`src/rtl/fifo_rd_packer.sv`:
```
// Read-side FIFO consumer: packs PACK_RATIO bytes (lane 0 = first byte) into one word on a valid/ready stream.
// Optional PACKER_FLUSH_EN adds a flush input and out_bytes lane count for emitting partial words.
module fifo_rd_packer #(
   parameter int DATA_WIDTH = 8,
   parameter int PACK_RATIO = 2,
   parameter int CNT_WIDTH  = 4
) (
   input  logic                             clk,
   input  logic                             rst_n,
   input  logic                             fifo_empty,
   output logic                             fifo_rd_en,
   input  logic [DATA_WIDTH-1:0]            fifo_data,
   output logic [DATA_WIDTH*PACK_RATIO-1:0] out_data,
   output logic                             out_valid,
   input  logic                             out_ready,
`ifdef PACKER_FLUSH_EN
   input  logic                             flush,
   output logic [CNT_WIDTH-1:0]             out_bytes,
`endif
   output logic [CNT_WIDTH-1:0]             byte_cnt
);

   localparam int WW = DATA_WIDTH * PACK_RATIO;
   localparam logic [CNT_WIDTH:0]   RATIO_EXT = (CNT_WIDTH+1)'(PACK_RATIO);
   localparam logic [CNT_WIDTH-1:0] RATIO     = CNT_WIDTH'(PACK_RATIO);
   localparam logic [CNT_WIDTH-1:0] LAST_LANE = CNT_WIDTH'(PACK_RATIO - 1);

   localparam logic [0:0] ST_FILL = 1'b0;
   localparam logic [0:0] ST_HOLD = 1'b1;

   logic [0:0]           state;
   logic                 rd_pend;
   logic [WW-1:0]        acc;
   logic [WW-1:0]        acc_next;
   logic [CNT_WIDTH:0]   committed;
   logic                 out_free;
   logic                 xfer;
   logic                 last_cap;
   logic                 load_full;
   logic                 flush_hold;
   logic                 flush_fire;

   assign committed = {1'b0, byte_cnt} + (CNT_WIDTH+1)'(rd_pend);
   assign out_free  = ~out_valid | out_ready;
   assign xfer      = out_valid & out_ready;
   assign last_cap  = (state == ST_FILL) && rd_pend && (byte_cnt == LAST_LANE);
   assign load_full = (last_cap && out_free) || ((state == ST_HOLD) && xfer);

`ifdef PACKER_FLUSH_EN
   logic flush_req;

   // A flush that cannot fire immediately is remembered until the output frees.
   assign flush_hold = (flush | flush_req) && (state == ST_FILL) &&
                       (byte_cnt != '0) && !rd_pend;
   assign flush_fire = flush_hold && out_free;

   always_ff @(posedge clk or negedge rst_n) begin
      if (!rst_n) begin
         flush_req <= 1'b0;
         out_bytes <= '0;
      end else begin
         flush_req <= (flush_req | (flush && ((byte_cnt != '0) || rd_pend))) &&
                      !flush_fire && !last_cap;
         if (load_full)
            out_bytes <= RATIO;
         else if (flush_fire)
            out_bytes <= byte_cnt;
      end
   end
`else
   assign flush_hold = 1'b0;
   assign flush_fire = 1'b0;
`endif

   assign fifo_rd_en = ~fifo_empty && (state == ST_FILL) &&
                       (committed < RATIO_EXT) && !flush_hold;

   always_comb begin
      acc_next = acc;
      if (rd_pend) begin
         for (int unsigned i = 0; i < PACK_RATIO; i++) begin
            if (byte_cnt == CNT_WIDTH'(i))
               acc_next[i*DATA_WIDTH +: DATA_WIDTH] = fifo_data;
         end
      end
   end

   always_ff @(posedge clk or negedge rst_n) begin
      if (!rst_n) begin
         state     <= ST_FILL;
         rd_pend   <= 1'b0;
         acc       <= '0;
         out_data  <= '0;
         out_valid <= 1'b0;
         byte_cnt  <= '0;
      end else begin
         rd_pend <= fifo_rd_en;
         case (state)
            ST_FILL: begin
               if (last_cap) begin
                  if (out_free) begin
                     out_data  <= acc_next;
                     out_valid <= 1'b1;
                     byte_cnt  <= '0;
                     acc       <= '0;
                  end else begin
                     acc      <= acc_next;
                     byte_cnt <= RATIO;
                     state    <= ST_HOLD;
                  end
               end else if (flush_fire) begin
                  // Upper lanes are zero because acc is cleared on every load.
                  out_data  <= acc;
                  out_valid <= 1'b1;
                  byte_cnt  <= '0;
                  acc       <= '0;
               end else begin
                  if (rd_pend) begin
                     acc      <= acc_next;
                     byte_cnt <= byte_cnt + CNT_WIDTH'(1);
                  end
                  if (xfer)
                     out_valid <= 1'b0;
               end
            end
            default: begin
               if (xfer) begin
                  out_data <= acc;
                  byte_cnt <= '0;
                  acc      <= '0;
                  state    <= ST_FILL;
               end
            end
         endcase
      end
   end

endmodule

```
`config.mk`:
```
export PLATFORM = sky130hd
export DESIGN_NAME = fifo_rd_packer
export DESIGN_NICKNAME = d
export VERILOG_FILES = /design/src/rtl/fifo_rd_packer.sv
export SDC_FILE = /design/constraint.sdc
export NUM_CORES = 1
export LEC_CHECK = 0
export BUFFER_PORTS_ARGS = -buffer_cell sky130_fd_sc_hd__clkbuf_2
export CORE_ASPECT_RATIO = 0.75
export CORE_MARGIN = 2
export CORE_UTILIZATION = 37
export CTS_BUF_LIST = sky130_fd_sc_hd__clkbuf_4 sky130_fd_sc_hd__clkbuf_8
export DETAILED_ROUTE_END_ITERATION = 8
export GPL_TIMING_DRIVEN = 1
export PLACE_DENSITY = 0.63
export SETUP_SLACK_MARGIN = 0.1
export SLEW_MARGIN = 20
export SYNTH_ARGS = -nofsm -noshare
export SYNTH_HDL_FRONTEND = slang
export SYNTH_SLANG_ARGS = --single-unit
```
`constraint.sdc`:
```
create_clock -name clk -period 1.9 [get_ports clk]
set_input_delay 0 -clock clk [delete_from_list [all_inputs] [get_ports clk]]
set_output_delay 0 -clock clk [all_outputs]
set_load 0.02 [all_outputs]
```
==> flow_summary.json <==
{
  "arrival_ps": 1670,
  "synth_seq_cells": 39,
  "clock_latency_ps": 290,
  "busiest_layer": "met2",
  "use_met3_pct": 4.03,
  "place.gp.congestion": 0.778,
  "total_power_mw": 4.01,
  "use_met2_pct": 25.7,
  "p_per_area_mw_per_mm2": 1590,
  "worst_ir_drop_vdd_uv": 514,
  "use_met1_pct": 23.8,
  "cp-start-kind": "register",
  "die_h_um": 67.3,
  "rsz0062_at_grt": "no",
  "wl_per_cell_um": 14.5,
  "cap_violations": 0,
  "place_ws_ps": 225,
  "dr.pass1.iters": 4,
  "drive_gt1_share_pct": 31.8,
  "port_buffers": 33,
  "setup_ws_ps": 225,
  "crit_top_cell": "and2_1",
  "drt_iter0_drc": 117,
  "finClkSkew_ps": 4.50,
  "cts_sinks": 39,
  "row_count": 23,
  "synth_fp_nets": 193,
  "final_common_cell": "dfrtp_1",
  "max_freq_ghz": 0.597,
  "dp_hpwl_um": 3130,
  "path_buf_inv": 1,
  "ys_types": 36,
  "hold_class": "input pin to register",
  "diodes": 0,
  "critical_path_class": "register to primary output",
  "critPathTopFamily": "simple AND/OR/NAND/NOR gates",
  "dp_cells": 291,
  "layout_common_cells": "dfrtp_1 (36), clkbuf_2 (33), a21oi_1 (28)",
  "post-route-period-util_pct": 88.1,
  "drv_slew": 0,
  "critPathSlowestCell": "dfrtp_2",
  "clkSlewWorstSetupHoldPaths_ps": 70,
  "status": "finished, final reports clean",
  "synth_edf_count": 0,
  "die_w_um": 88.4,
  "drc": 0,
  "synth-seq-area-share_pct": 49.4,
  "syn_area_sq_mm": 0.00198,
  "ioPinCount": 34,
  "final_nets": 251,
  "leakage_nw": 1.18,
  "routed_wirelength_um": 4520,
  "grt_pass1_vias": 1488,
  "ant_nets": 0,
  "finalCriticalPeriod_ps": 1670,
  "tightest_slew_ps": 513,
  "path_cells": "and2_1 -> ha_1 -> nor4_1 -> and2_1 -> clkbuf_2",
  "vias": 1567,
  "synthFlopType": "dfrtp_1",
  "slowest_delay_ps": 450,
  "numCtsBuffers": 5,
  "finalNonFillerCells": 311,
  "dieArea_sq_mm": 0.00595,
  "synthArstFlopShare_pct": 100,
  "synthCells": 177,
  "slew_headroom_pct": 65.8,
  "hold_violations": 0,
  "syn_area_per_cell_sq_um": 11.2,
  "grt_pass1_wl_um": 7580,
  "coreArea_sq_mm": 0.00524,
  "nFillCells": 524,
  "antenna_found_initial": 0,
  "start_util_pct": 37.7,
  "synth_warnings": 0,
  "h-tree-depth": 2,
  "critPathCaptureType": "primary output",
  "path_max_fanout": 7,
  "cp_data_required_time_ps": 1900,
  "grt-ovfl-total": 0,
  "cts_tree": "yes",
  "root_buffer": "clkbuf_8",
  "track_usage_pct": 17.0,
  "setup_viol": 0,
  "vias_per_cell": 5.04,
  "area_growth_pct": 27.3,
  "cts_buffer_depth": 2,
  "grt_start_max_net_pins": 40,
  "finalSetupTns_ps": 0
}
[flip-flops by register name (all words and copies together), names as in the netlist]
name / cells
state: 1
byte_cnt: 4
acc: 16
out_data: 16
out_valid: 1
rd_pend: 1
[stage by stage]
stage	utilization [%]	area, sq um	hold slack (ps)
3_3_place_gp	43.5	2280	96.1
4_1_cts	47.5	2490	3.90
3_5_place_dp	43.5	2280	96.4
6_report	48.0	2510	38.8
5_1_grt	48.0	2510	52.0
2_1_floorplan	-	1980	-296
[final timing paths]
kind | startpoint | to | slack [ps] | depth (start not counted)
worst max register to register | byte_cnt[0] | acc[0] | 230 | 6
worst min-delay path | out_ready | state | 40 | 2
max in group asynchronous | rst_n | byte_cnt[1] | 1210 | 3
worst max-delay path | rd_pend | fifo_rd_en | 230 | 5
min in group asynchronous | rst_n | out_data[12] | 300 | 3
worst min register to register | acc[12] | acc[12] | 500 | 2
[cell usage after synthesis (all sizes together) (2+ instances only)]
library cell / n / area [sq um]
dfrtp: 39 / 976
clkbuf: 2 / 7.51
mux2: 2 / 30.0
mux2i: 15 / 150
buf: 6 / 53.8
nand2: 15 / 58.8
nor2: 3 / 27.5
a21oi: 33 / 199
nand2b: 2 / 12.5
inv: 3 / 11.3
and2: 3 / 18.8
a31oi: 2 / 12.5
ha: 4 / 50.1
a22o: 8 / 70.1
nand3: 13 / 77.6
o21ai: 15 / 86.3
[cells by family (layout without fill, tap and decap cells)]
logic type | Yosys count | count (layout) | synth area share, %
AO/OA/AOI/OAI | 62 | 62 | 21.3
AND/OR/NAND/NOR | 44 | 44 | 14.0
flip-flops | 39 | 39 | 49.4
multiplexers | 17 | 17 | 9.12
buffers and inverters | 11 | 70 | 3.67
adder cells (fa/ha/maj) | 4 | 4 | 2.53
[metal layers]
metal	vias to the layer above	share of wire (%)	wire, um
met3	4	4.3	196
met1	755	50	2240
li1	766	-	-
met4	0	1.2	56
met5	-	0	0
met2	42	45	2020
[power by group]
group	total, mW	internal [mW]	leakage (nW)	switching [mW]
Combinational	1.82	0.767	0.636	1.06
Sequential	1.46	1.19	0.484	0.271
Clock	0.719	0.425	0.0612	0.294
[timing repair]
item / 4_1_cts / 5_1_grt
resized for setup: 0 / 1
buffers inserted: 0 / 2
hold buffers: 9 / 1
hold endpoints to repair: 47 / 1
setup endpoints to repair: 0 / 2
[cell type report]
class	instances	area [sq um]	area share, %
Clock buffer	6	82.6	3.28
Clock inverter	2	35.0	1.39
Inverter	3	11.3	0.448
Multi-Input combinational cell	127	927	36.9
Sequential cell	39	980	39.0
Tap cell	75	93.8	3.73
Timing Repair Buffer	59	385	15.3
Note: power is estimated with default switching activity, not from simulation.
